[config.mk]
export PLATFORM = sky130hd
export DESIGN_NAME = random_server
export DESIGN_NICKNAME = d
export VERILOG_FILES = /design/src/rtl/random_server_pkg.sv /design/src/rtl/rr_arbiter.sv /design/src/rtl/random_server.sv
export SDC_FILE = /design/constraint.sdc
export NUM_CORES = 1
export LEC_CHECK = 0
export ABC_AREA = 1
export BUFFER_PORTS_ARGS = -buffer_cell sky130_fd_sc_hd__buf_2
export CAP_MARGIN = 20
export CORE_ASPECT_RATIO = 1.75
export CORE_MARGIN = 5
export CORE_UTILIZATION = 59
export CTS_CLUSTER_DIAMETER = 80
export DETAILED_ROUTE_END_ITERATION = 6
export PLACE_DENSITY = 0.91
export SLEW_MARGIN = 20
export SYNTH_ARGS = -nofsm -noshare
export SYNTH_HDL_FRONTEND = slang
export SYNTH_SLANG_ARGS = --single-unit
[constraint.sdc]
create_clock -name clk -period 3.2 [get_ports clk]
set_input_delay 0.16 -clock clk [delete_from_list [all_inputs] [get_ports clk]]
set_output_delay 0.16 -clock clk [all_outputs]
set_load 0.02 [all_outputs]
[src/rtl/random_server_pkg.sv]
// ---------------------------------------------------------------------------
// random_server_pkg
// Shared types and default constants for the random_server front end and
// its round-robin arbiter.
//   state_t      : service FSM states
//   LFSR_WIDTH   : default width of the LFSR state seen on lfsr_random
//   RAND_OUT_W   : default width of range / value
//   RAND_STEP_CNT: default LFSR shifts per draw
//   RAND_N_REQ   : default number of requesters
//   idx_w()      : index width for n items, never below one bit
// ---------------------------------------------------------------------------
package random_server_pkg;

   localparam int LFSR_WIDTH    = 16;
   localparam int RAND_OUT_W    = 10;
   localparam int RAND_STEP_CNT = 4;
   localparam int RAND_N_REQ    = 3;

   typedef enum logic [2:0] {
      IDLE,
      STEP,
      SAMPLE,
      REDUCE,
      DONE
   } state_t;

   // Width needed to index n items; a single item still gets one bit.
   function automatic int idx_w(input int n);
      return (n > 1) ? $clog2(n) : 1;
   endfunction

endpackage

[src/rtl/rr_arbiter.sv]
// ---------------------------------------------------------------------------
// rr_arbiter
// Combinational round-robin pick. The search starts one position above
// last_grant and wraps, so the most recently served requester has the
// lowest priority.
//   req         in  N_REQ  request vector
//   last_grant  in  IDX_W  index of the previously served requester
//   grant_oh    out N_REQ  one-hot winner (all zero when no request)
//   grant_idx   out IDX_W  index of the winner
//   grant_valid out 1      a winner exists
// ---------------------------------------------------------------------------
module rr_arbiter
   import random_server_pkg::*;
#(
   parameter int N_REQ = RAND_N_REQ,
   parameter int IDX_W = idx_w(N_REQ)
) (
   input  logic [N_REQ-1:0] req,
   input  logic [IDX_W-1:0] last_grant,
   output logic [N_REQ-1:0] grant_oh,
   output logic [IDX_W-1:0] grant_idx,
   output logic             grant_valid
);

   int cand;

   // NOTE: every output of a combinational block is given a default before
   // any branch; a path that leaves one unassigned would infer a latch.
   always_comb begin
      grant_oh    = '0;
      grant_idx   = '0;
      grant_valid = 1'b0;
      cand        = 0;
      for (int off = 1; off <= N_REQ; off++) begin
         // last_grant < N_REQ and off <= N_REQ, so one subtraction wraps it.
         cand = int'(last_grant) + off;
         if (cand >= N_REQ) begin
            cand = cand - N_REQ;
         end
         if (!grant_valid && req[cand]) begin
            grant_valid = 1'b1;
            grant_idx   = IDX_W'(cand);
            grant_oh    = N_REQ'(1) << cand;
         end
      end
   end

endmodule

[src/rtl/random_server.sv]
// ---------------------------------------------------------------------------
// random_server
// Time-shared front end for the single LFSR random generator. Requesters are
// served one at a time in round-robin order. Each draw shifts the LFSR
// STEP_CNT times, samples its low OUT_W bits and reduces them modulo the
// requester's range with an OUT_W-cycle restoring remainder, so every draw
// has the same latency whatever the range.
//   clk          in  1            system clock
//   rst          in  1            asynchronous active-high reset
//   req          in  N_REQ        level requests, one bit per requester
//   range        in  N_REQ*OUT_W  exclusive upper bounds, slice i for req i
//   ack          out N_REQ        one-cycle pulse to the served requester
//   value        out OUT_W        result of the last draw (valid with ack)
//   busy         out 1            FSM is not in IDLE
//   lfsr_enable  out 1            shift enable for the external LFSR
//   lfsr_random  in  WIDTH        LFSR state
// ---------------------------------------------------------------------------
module random_server
   import random_server_pkg::*;
#(
   parameter int N_REQ    = RAND_N_REQ,
   parameter int WIDTH    = LFSR_WIDTH,
   parameter int OUT_W    = RAND_OUT_W,
   parameter int STEP_CNT = RAND_STEP_CNT
) (
   input  logic                   clk,
   input  logic                   rst,
   input  logic [N_REQ-1:0]       req,
   input  logic [N_REQ*OUT_W-1:0] range,
   output logic [N_REQ-1:0]       ack,
   output logic [OUT_W-1:0]       value,
   output logic                   busy,
   output logic                   lfsr_enable,
   input  logic [WIDTH-1:0]       lfsr_random
);

   localparam int IDX_W = idx_w(N_REQ);
   localparam int REM_W = 2 * OUT_W;
   localparam int K_W   = idx_w(OUT_W);
   localparam int CNT_W = idx_w(STEP_CNT);

   // ---------------------------------------------------------------- state
   state_t             state_q,      state_d;
   logic [IDX_W-1:0]   grant_q,      grant_d;
   logic [N_REQ-1:0]   grant_oh_q,   grant_oh_d;
   logic [IDX_W-1:0]   last_grant_q, last_grant_d;
   logic [OUT_W-1:0]   range_q,      range_d;
   logic [CNT_W-1:0]   cnt_q,        cnt_d;
   logic [K_W-1:0]     k_q,          k_d;
   logic [REM_W-1:0]   rem_q,        rem_d;
   logic [N_REQ-1:0]   ack_q,        ack_d;
   logic [OUT_W-1:0]   value_q,      value_d;
   logic               busy_q,       busy_d;
   logic               lfsr_en_q,    lfsr_en_d;

   // ------------------------------------------------------------- arbiter
   logic [N_REQ-1:0]   arb_oh;
   logic [IDX_W-1:0]   arb_idx;
   logic               arb_valid;

   rr_arbiter #(
      .N_REQ (N_REQ),
      .IDX_W (IDX_W)
   ) u_arb (
      .req         (req),
      .last_grant  (last_grant_q),
      .grant_oh    (arb_oh),
      .grant_idx   (arb_idx),
      .grant_valid (arb_valid)
   );

   // Only the low OUT_W bits of the LFSR state are ever sampled.
   generate
      if (WIDTH > OUT_W) begin : g_lfsr_hi
         logic lfsr_hi_unused;
         assign lfsr_hi_unused = ^lfsr_random[WIDTH-1:OUT_W];
      end
   endgenerate

   // Divisor aligned to the current restoring step. range_q < 2^OUT_W and
   // k_q < OUT_W, so the shift always fits in REM_W bits.
   logic [REM_W-1:0] div_shift;
   assign div_shift = REM_W'(range_q) << k_q;

   // ------------------------------------------------- next-state / outputs
   always_comb begin
      state_d      = state_q;
      grant_d      = grant_q;
      grant_oh_d   = grant_oh_q;
      last_grant_d = last_grant_q;
      range_d      = range_q;
      cnt_d        = cnt_q;
      k_d          = k_q;
      rem_d        = rem_q;
      ack_d        = '0;
      value_d      = value_q;
      lfsr_en_d    = 1'b0;

      unique case (state_q)
         IDLE: begin
            if (arb_valid) begin
               // Range is captured here so later changes cannot affect
               // the draw in flight.
               grant_d    = arb_idx;
               grant_oh_d = arb_oh;
               range_d    = range[int'(arb_idx)*OUT_W +: OUT_W];
               cnt_d      = '0;
               lfsr_en_d  = 1'b1;
               state_d    = STEP;
            end
         end

         STEP: begin
            // Enable is registered: it rose on the granting edge and stays
            // up until cnt reaches STEP_CNT-1, i.e. STEP_CNT cycles in all.
            if (cnt_q == CNT_W'(STEP_CNT - 1)) begin
               state_d = SAMPLE;
            end else begin
               cnt_d     = cnt_q + CNT_W'(1);
               lfsr_en_d = 1'b1;
            end
         end

         SAMPLE: begin
            rem_d   = REM_W'(lfsr_random[OUT_W-1:0]);
            k_d     = K_W'(OUT_W - 1);
            state_d = REDUCE;
         end

         REDUCE: begin
            // A zero range subtracts zero every step, leaving the raw sample.
            if (rem_q >= div_shift) begin
               rem_d = rem_q - div_shift;
            end
            if (k_q == '0) begin
               ack_d        = grant_oh_q;
               value_d      = rem_d[OUT_W-1:0];
               last_grant_d = grant_q;
               state_d      = DONE;
            end else begin
               k_d = k_q - K_W'(1);
            end
         end

         DONE: begin
            state_d = IDLE;
         end

         default: begin
            state_d = IDLE;
         end
      endcase

      busy_d = (state_d != IDLE);
   end

   // ------------------------------------------------------------ registers
   // NOTE: state is updated only with non-blocking assignments so that every
   // flop samples the values from before the edge, independent of order.
   always_ff @(posedge clk or posedge rst) begin
      if (rst) begin
         state_q      <= IDLE;
         grant_q      <= '0;
         grant_oh_q   <= '0;
         last_grant_q <= IDX_W'(N_REQ - 1);
         range_q      <= '0;
         cnt_q        <= '0;
         k_q          <= '0;
         rem_q        <= '0;
         ack_q        <= '0;
         value_q      <= '0;
         busy_q       <= 1'b0;
         lfsr_en_q    <= 1'b0;
      end else begin
         state_q      <= state_d;
         grant_q      <= grant_d;
         grant_oh_q   <= grant_oh_d;
         last_grant_q <= last_grant_d;
         range_q      <= range_d;
         cnt_q        <= cnt_d;
         k_q          <= k_d;
         rem_q        <= rem_d;
         ack_q        <= ack_d;
         value_q      <= value_d;
         busy_q       <= busy_d;
         lfsr_en_q    <= lfsr_en_d;
      end
   end

   assign ack         = ack_q;
   assign value       = value_q;
   assign busy        = busy_q;
   assign lfsr_enable = lfsr_en_q;

endmodule

==> run summary, run 1 <==
status - finished, final reports clean
Avg Synthesized Cell Area - 6.989 um2
Clock Path Buffers - 2
crit path DAT - 3.30 ns
Period minus WS final - 3.078 ns
GR peak layer - met2
Crit Path Class - reg2reg
Total Routed Length - 14.65 mm
io pins - 66
Startpoint Class - flop
Via Count - 5294
DRT antenna net count - 0
maxcap violations - 0
final core occ - 0.7020
Syn-to-layout area delta - 16.78%
Tightest Pin Transition - 0.8408 ns
first-pass GRT wire length - 23.58 mm
Post-Syn Nets - 795
Critical Path RT - 3.42 ns
Worst Skew - 0.007540 ns
Antenna Cells - 0
worst-skew pair later-pin latency - 0.34 ns
vias per cell - 5.811
share of layout cells above drive strength 1 - 0.2148
Initial Util - 0.6011
GR Util met1 - 0.2812
Synthesis Warnings - 0
DP HPWL - 11.14 mm
type of the most critical hold path - in2reg
GRT Total Usage - 0.2834
synthesized cell area - 4997 um2
Sink Count - 61
Yosys cell types - 49
hold depth - 3
Routability Congestion - 0.9978
die area - 10480 um2
WL/cell - 16.08 um
Worst Path Max Fanout - 11
Synth Instances - 715
Final #Nets - 871
Worst-path clk slew - 0.05 ns
Worst Hold End - rem_q[3]
setup violators final - 0
final hold vios - 0
CTS tree - done
R2R depth - 16
routing usage on met3 - 0.04446
period utilization - 0.9620
Root Driver - clkbuf_16
grt ovf - 0
Post-synth EDFFs - 0
Hold Path Origin - lfsr_random[3]
R2R Setup Slk - 0.12 ns
FMAX - 324.8 MHz
DRT Pass-1 Iters - 6
Post-route DRC - 0
Post-synth ARST share - 1.000
final-report max-slew violation count - 0
die height - 131.8 um
CTS buffer count - 9
Most used DFF post-synth - dfrtp_1
DR iter-0 viols - 330
core area - 8313 um2
H-tree Lvls - 3
relative slew slack - 0.4374
r2r startpoint - k_q[1]
CP Capture Type - flop
die boundary width - 79.57 um
number of global-route vias before repair - 5167
pin count of the biggest net entering global routing - 41
post-synthesis sequential area ratio - 0.3057
IO buf count - 59
standard-cell rows - 44
reg2reg end - rem_q[13]
grt met2 use - 0.5088
antenna violations before repair - 0
flops & latches, synth - 61
## layer usage
metal / part of all wire / vias up
li1: - / 2517
met1: 0.34 / 2502
met2: 0.54 / 201
met3: 0.042 / 74
met4: 0.076 / 0
met5: 0 / -
## cell usage after synthesis (10+ instances only)
cell	number	area, um2
o21ai_0	38	190.2
nand3_1	100	500.5
nand2_1	211	792.0
a21oi_1	25	125.1
nand2_2	12	75.07
inv_1	64	240.2
ha_1	28	350.3
nor3_1	10	50.05
nor2_1	40	150.1
nand3b_1	12	90.09
dfrtp_1	60	1501
nand3_2	10	100.1
## stage by stage
| stage | hold WS, ns | area (um2) | std cells | setup WS [ns] | setup TNS, ns |
|---|---|---|---|---|---|
| after detailed placement | 0.1901 | 5419 | 883 | 0.007685 | 0 |
| after global routing | 0.05654 | 5836 | 911 | -0.03045 | -0.08704 |
| after floorplan | 0.2930 | 4997 | 715 | 0.5517 | 0 |
| after global placement | 0.1839 | 5419 | 883 | 0.1309 | 0 |
| after CTS | 0.05260 | 5702 | 900 | 0.04635 | 0 |
| final | 0.04592 | 5836 | 911 | 0.1215 | 0 |
## cell usage in the layout, fill, tap and decap left out, drive strengths merged, types with 3 or more instances in the layout
master / synthesis / final
a21oi: 31 / 31
a22oi: 9 / 9
buf: 16 / 88
clkbuf: 8 / 12
clkinvlp: 0 / 3
dfrtp: 60 / 60
ha: 28 / 28
inv: 73 / 73
nand2: 224 / 224
nand3: 111 / 111
nand3b: 12 / 12
nand4: 7 / 7
nor2: 47 / 47
nor3: 11 / 11
o21ai: 47 / 47
or2: 3 / 3
xnor2: 7 / 7
xor2: 3 / 3
## how the worst max path moves through the flow
stage	depth (start not counted)	endpoint	startpoint
finish	16	rem_q[13]	k_q[1]
global placement	20	value[9]	k_q[0]
detailed placement	20	rem_q[9]	k_q[0]
CTS	20	rem_q[9]	k_q[0]
floorplan	18	rem_q[2]	k_q[0]
global route	18	rem_q[9]	k_q[1]
## layout make-up
cell class | instances | area (um2)
multi-input cells | 556 | 3073
clock buffers | 12 | 246.5
clock inverters | 4 | 25.02
fillers | 676 | 2477
repair buffers | 89 | 526.8
well taps | 115 | 143.9
inverters | 74 | 291.5
flip-flops and latches | 61 | 1529
## timing repair
item                       in CTS  in global routing
gates resized for setup         1                 21
hold endpoints to repair       21                  0
buffers inserted                0                 11
pin swaps                       0                  6
hold buffers                    1                  0
gates cloned                    0                  0
setup endpoints to repair       3                 30
## logic make-up (layout without fill, tap and decap cells)
family,after synthesis,in the layout,share of synthesized area
AO/OA/AOI/OAI,97,97,0.1169
flip-flops,61,61,0.3057
multiplexers,2,2,0.004006
adder cells (fa/ha/maj),29,29,0.07411
XOR/XNOR,10,10,0.01753
AND/OR/NAND/NOR,418,418,0.3941
buffers and inverters,98,179,0.08763
## sequential cells by signal (all words and copies together), names as in the netlist
signal,count
rem_q,20
range_q,10
value,10
k_q,4
ack,3
grant_oh_q,3
state_q,3
cnt_q,2
grant_q,2
last_grant_q,2
busy,1
lfsr_enable,1
## critical path, stage by stage (launching register included)
cell	delay, ns
dfrtp_1	0.39
clkinvlp_4	0.22
buf_4	0.21
nand2_1	0.06
o21ai_1	0.07
nand2_1	0.08
o21ai_0	0.14
o21ai_1	0.23
ha_1	0.32
buf_4	0.16
a21oi_1	0.31
o21ai_0	0.21
a21oi_1	0.15
nand2_1	0.13
xor2_1	0.17
nand2_1	0.07
nand2_1	0.05
Power of run 1 is left out: the tool's default activity adds up to more than one toggle a clock period on the data nets, which glitch-free logic cannot reach.
==> inputs of run 2 (changes only) <==
- CORE_MARGIN: 5 -> 2
==> run 2 against run 1 <==
Against the previous run: critical path depth is 2 lower; cell area fell by 0.64%; setup slack better by 0.032 ns; cell count decreased by 2.6%; via count down 0.11%; hold slack worse by 0.0064 ns; critical path type unchanged; largest cell class unchanged.
==> run summary, run 2 (same netlist as run 1, synthesis figures left out) <==
DR iter-0 viols - 294
Tightest Pin Transition - 0.8944 ns
Antenna Cells - 0
R2R depth - 14
r2r startpoint - k_q[0]
Critical Path Sink - rem_q[10]
CTS tree - done
Setup TNS - 0 ns
crit path DAT - 3.27 ns
grt ovf - 0
final-report max-slew violation count - 0
Startpoint Class - flop
Root Driver - clkbuf_16
Worst-path clk slew - 0.06 ns
io pins - 66
Syn-to-layout area delta - 16.02%
Initial Util - 0.6052
IO buf count - 59
number of global-route vias before repair - 5200
Crit Path Class - reg2reg
Via Count - 5288
Clock Path Buffers - 2
commonest cells after routing, fill and taps aside - 209 x nand2_1, 99 x nand3_1, 63 x inv_1
first-pass GRT wire length - 23.57 mm
die boundary width - 73.57 um
Routability Congestion - 1.042
pin count of the biggest net entering global routing - 42
type of the most critical hold path - in2reg
Worst Skew - 0.01015 ns
period utilization - 0.9520
status - finished, final reports clean
FMAX - 328.3 MHz
DRT Pass-1 Iters - 6
DP HPWL - 11.10 mm
vias per cell - 5.962
commonest non-fill, non-tap cell in the layout - nand2_1
worst-skew pair later-pin latency - 0.34 ns
Sink Count - 61
maxcap violations - 0
Final #Nets - 870
Critical Path RT - 3.42 ns
reg2reg end - rem_q[10]
DRT antenna net count - 0
Post-route DRC - 0
H-tree Lvls - 3
CTS buffer count - 9
Worst Path Max Fanout - 6
GRT Total Usage - 0.3294
antenna violations before repair - 0
setup violators final - 0
share of layout cells above drive strength 1 - 0.2176
WL/cell - 16.58 um
RSZ-0062 raised after global routing - no
relative slew slack - 0.4015
core area - 8258 um2
standard-cell rows - 44
die area - 9251 um2
CP Launch Point - k_q[0]
Period minus WS final - 3.046 ns
die height - 125.8 um
Total Routed Length - 14.70 mm
largest register by flop count - rem_q
max reg flops - 20
CP Capture Type - flop
R2R Setup Slk - 0.15 ns
final hold vios - 0
-- run 2: changes by cell type in the layout (fill, tap and decap cells not counted), sizes merged --
cell | before | now
clkinv | 2 | 4
inv | 73 | 74
buf | 88 | 86
clkbuf | 12 | 10
-- run 2: metrics by stage --
step	setup WS [ns]	area (um2)	hold WS, ns	instances	util
2_1_floorplan	0.5517	4997	0.2930	715	-
3_3_place_gp	0.1865	5420	0.1705	864	0.6564
3_5_place_dp	0.1238	5420	0.1836	864	0.6564
4_1_cts	0.09801	5707	0.03578	881	0.6911
5_1_grt	0.006317	5798	0.06522	887	0.7021
6_report	0.1536	5798	0.03952	887	0.7021
-- run 2: critical path, cell delays in order (launching register included) --
cell and delay, ns:
dfrtp_2 0.44, clkbuf_2 0.17, nor3_1 0.32, nand2_1 0.14
nor2_1 0.14, ha_1 0.18, inv_1 0.09, fa_1 0.46
nand2_1 0.11, nand2_2 0.08, nand2_1 0.08, nand2_1 0.10
a21oi_1 0.35, xor2_1 0.20, o21ai_1 0.08
-- run 2: layout make-up --
class / count / area [um2]
sequential: 61 / 1529
clock inverter: 7 / 51.30
timing repair buffer: 88 / 513.0
inverter: 74 / 289.0
clock buffer: 9 / 225.2
multi-input combinational: 556 / 3075
fill: 660 / 2460
tap: 92 / 115.1
-- run 2: what timing repair did --
| item | 4_1_cts | 5_1_grt |
|---|---|---|
| endpoints found under the setup margin | 0 | 30 |
| hold buffers | 1 | 0 |
| resized for setup | 0 | 20 |
| endpoints found under the hold margin | 20 | 0 |
| setup buffers | 0 | 6 |
-- run 2: worst min-delay path by stage --
stage,cells past startpoint,slack [ns],from,to
finish,3,0.04,lfsr_random[7],rem_q[7]
global route,3,0.07,lfsr_random[4],rem_q[4]
CTS,3,0.04,lfsr_random[7],rem_q[7]
detailed placement,2,0.18,rst,value[6]
global placement,2,0.17,rst,ack[0]
floorplan,2,0.29,lfsr_random[2],rem_q[2]
-- run 2: metal layers --
metal / track usage / wire, um / share of wire / up-vias
li1: - / - / - / 2518
met1: 0.3371 / 5143 / 0.35 / 2474
met2: 0.5746 / 7810 / 0.53 / 224
met3: 0.05200 / 703 / 0.048 / 72
met4: 0.2449 / 1047 / 0.071 / 0
met5: 0 / 0 / 0 / -
Power of run 2 is left out for the same reason.
==> inputs of run 3 (changes only) <==
- CORE_MARGIN: 2 -> default
==> run 3 against run 2 <==
Against the previous run: clock skew is essentially flat; critical endpoint is now rem_q[0]; sequential share of layout area down 0.47 points; die area is 4.3% lower; highest routed layer unchanged; routed wire length is essentially flat; critical path depth is 4 higher; register-to-register slack hardly changed; setup slack worse by 0.0022 ns; cell count is 0.11% higher; fmax hardly changed.
==> run summary, run 3 (same netlist as run 1, synthesis figures left out) <==
status - finished, final reports clean
Tightest Pin Transition - 0.8359 ns
hold depth - 3
r2r startpoint - k_q[1]
final core occ - 0.7148
maxcap violations - 0
Setup TNS - 0 ns
Routability Congestion - 1.026
grt ovf - 0
Worst Skew - 0.01002 ns
CTS tree - done
die height - 123.8 um
Clock Path Buffers - 2
die boundary width - 71.57 um
final hold vios - 0
Post-route DRC - 0
final-report max-slew violation count - 0
largest register by flop count - rem_q
Reg area - 1529 um2
metal2 WL - 7.942 mm
core area - 8258 um2
Period minus WS final - 3.049 ns
Cell Area, Placed - 5420 um2
standard-cell rows - 44
R2R depth - 18
post-route cell area - 5903 um2
Critical Path RT - 3.40 ns
Worst Path Max Fanout - 10
Antenna Cells - 0
worst-skew pair later-pin latency - 0.34 ns
crit path DAT - 3.25 ns
Initial Util - 0.6052
type of the most critical hold path - in2reg
DP HPWL - 11.10 mm
Multi-input gate area - 3131 um2
H-tree Lvls - 3
Syn-to-layout area delta - 18.13%
R2R Setup Slk - 0.15 ns
met3 routed WL - 511 um
DRT antenna net count - 0
Hold Path Origin - lfsr_random[8]
max reg flops - 20
antenna violations before repair - 0
vias per cell - 5.827
relative slew slack - 0.4407
Root Driver - clkbuf_16
Total Routed Length - 14.71 mm
Via Count - 5174
reg2reg end - rem_q[0]
period utilization - 0.9527
commonest cells after routing, fill and taps aside - 209 x nand2_1, 99 x nand3_1, 63 x inv_1
DRT met1 WL - 5.217 mm
FMAX - 328.0 MHz
DR iter-0 viols - 261
CTS buffer count - 9
CP Capture Type - flop
Startpoint Class - flop
share of layout cells above drive strength 1 - 0.2249
DRT Pass-1 Iters - 5
setup violators final - 0
IO buf count - 59
Worst Hold End - rem_q[8]
GRT Total Usage - 0.3437
Worst-path clk slew - 0.06 ns
commonest non-fill, non-tap cell in the layout - nand2_1
Crit Path Class - reg2reg
io pins - 66
WL/cell - 16.57 um
top routing layer in use - met4
pin count of the biggest net entering global routing - 47
Final #Nets - 871
number of global-route vias before repair - 4997
die area - 8857 um2
first-pass GRT wire length - 23.12 mm
Filler Cell Count - 642
Sink Count - 61
## run 3: per-layer routing
layer | GRT usage | vias up
met5 | 0 | -
met4 | 0.2390 | 0
met3 | 0.05178 | 64
met2 | 0.6506 | 171
met1 | 0.3365 | 2418
li1 | - | 2521
## run 3: critical path: stages (launching register included)
cell and delay (ns):
dfrtp_1 0.39, clkinvlp_4 0.18, buf_4 0.18, nand3_1 0.07
o21ai_1 0.08, nand2_1 0.07, o21ai_0 0.11, or2_2 0.37
ha_4 0.31, nand2_1 0.10, nor2_2 0.17, nand2_1 0.11
nor3_4 0.16, nor2_4 0.06, nand2_2 0.09, buf_4 0.17
nand2_1 0.09, nand3_1 0.10, nand2_1 0.10
## run 3: cell type report
class / instances / share of cell area
Inverter: 74 / 0.04896
Clock inverter: 7 / 0.01272
Timing Repair Buffer: 89 / 0.09135
Tap cell: 92 / 0.01950
Sequential cell: 61 / 0.2590
Clock buffer: 9 / 0.03815
Multi-Input combinational cell: 556 / 0.5303
## run 3: per-stage QoR
step                      std cells  hold slack [ns]  setup WS, ns
after floorplan                 715           0.2930        0.5517
after global placement          864           0.3836       0.06534
after detailed placement        864           0.3874      -0.03433
after CTS                       880          0.04030       0.02585
after global routing            888          0.07277      -0.09455
final                           888          0.04114        0.1514
## run 3: how the worst max path moves through the flow
stage	startpoint	endpoint	slack (ns)	cells after the start
finish	k_q[1]	rem_q[0]	0.15	18
global route	k_q[1]	rem_q[0]	-0.09	18
CTS	k_q[0]	rem_q[0]	0.03	18
detailed placement	k_q[0]	rem_q[11]	-0.03	19
global placement	k_q[0]	rem_q[14]	0.07	18
floorplan	k_q[0]	rem_q[2]	0.55	18
## run 3: what timing repair did
action,in CTS,in global routing
gates resized for setup,2,31
hold buffers,0,1
setup buffers,0,6
pin swaps,0,4
setup endpoints to repair,27,30
endpoints found under the hold margin,0,14
Power of run 3 is left out for the same reason.
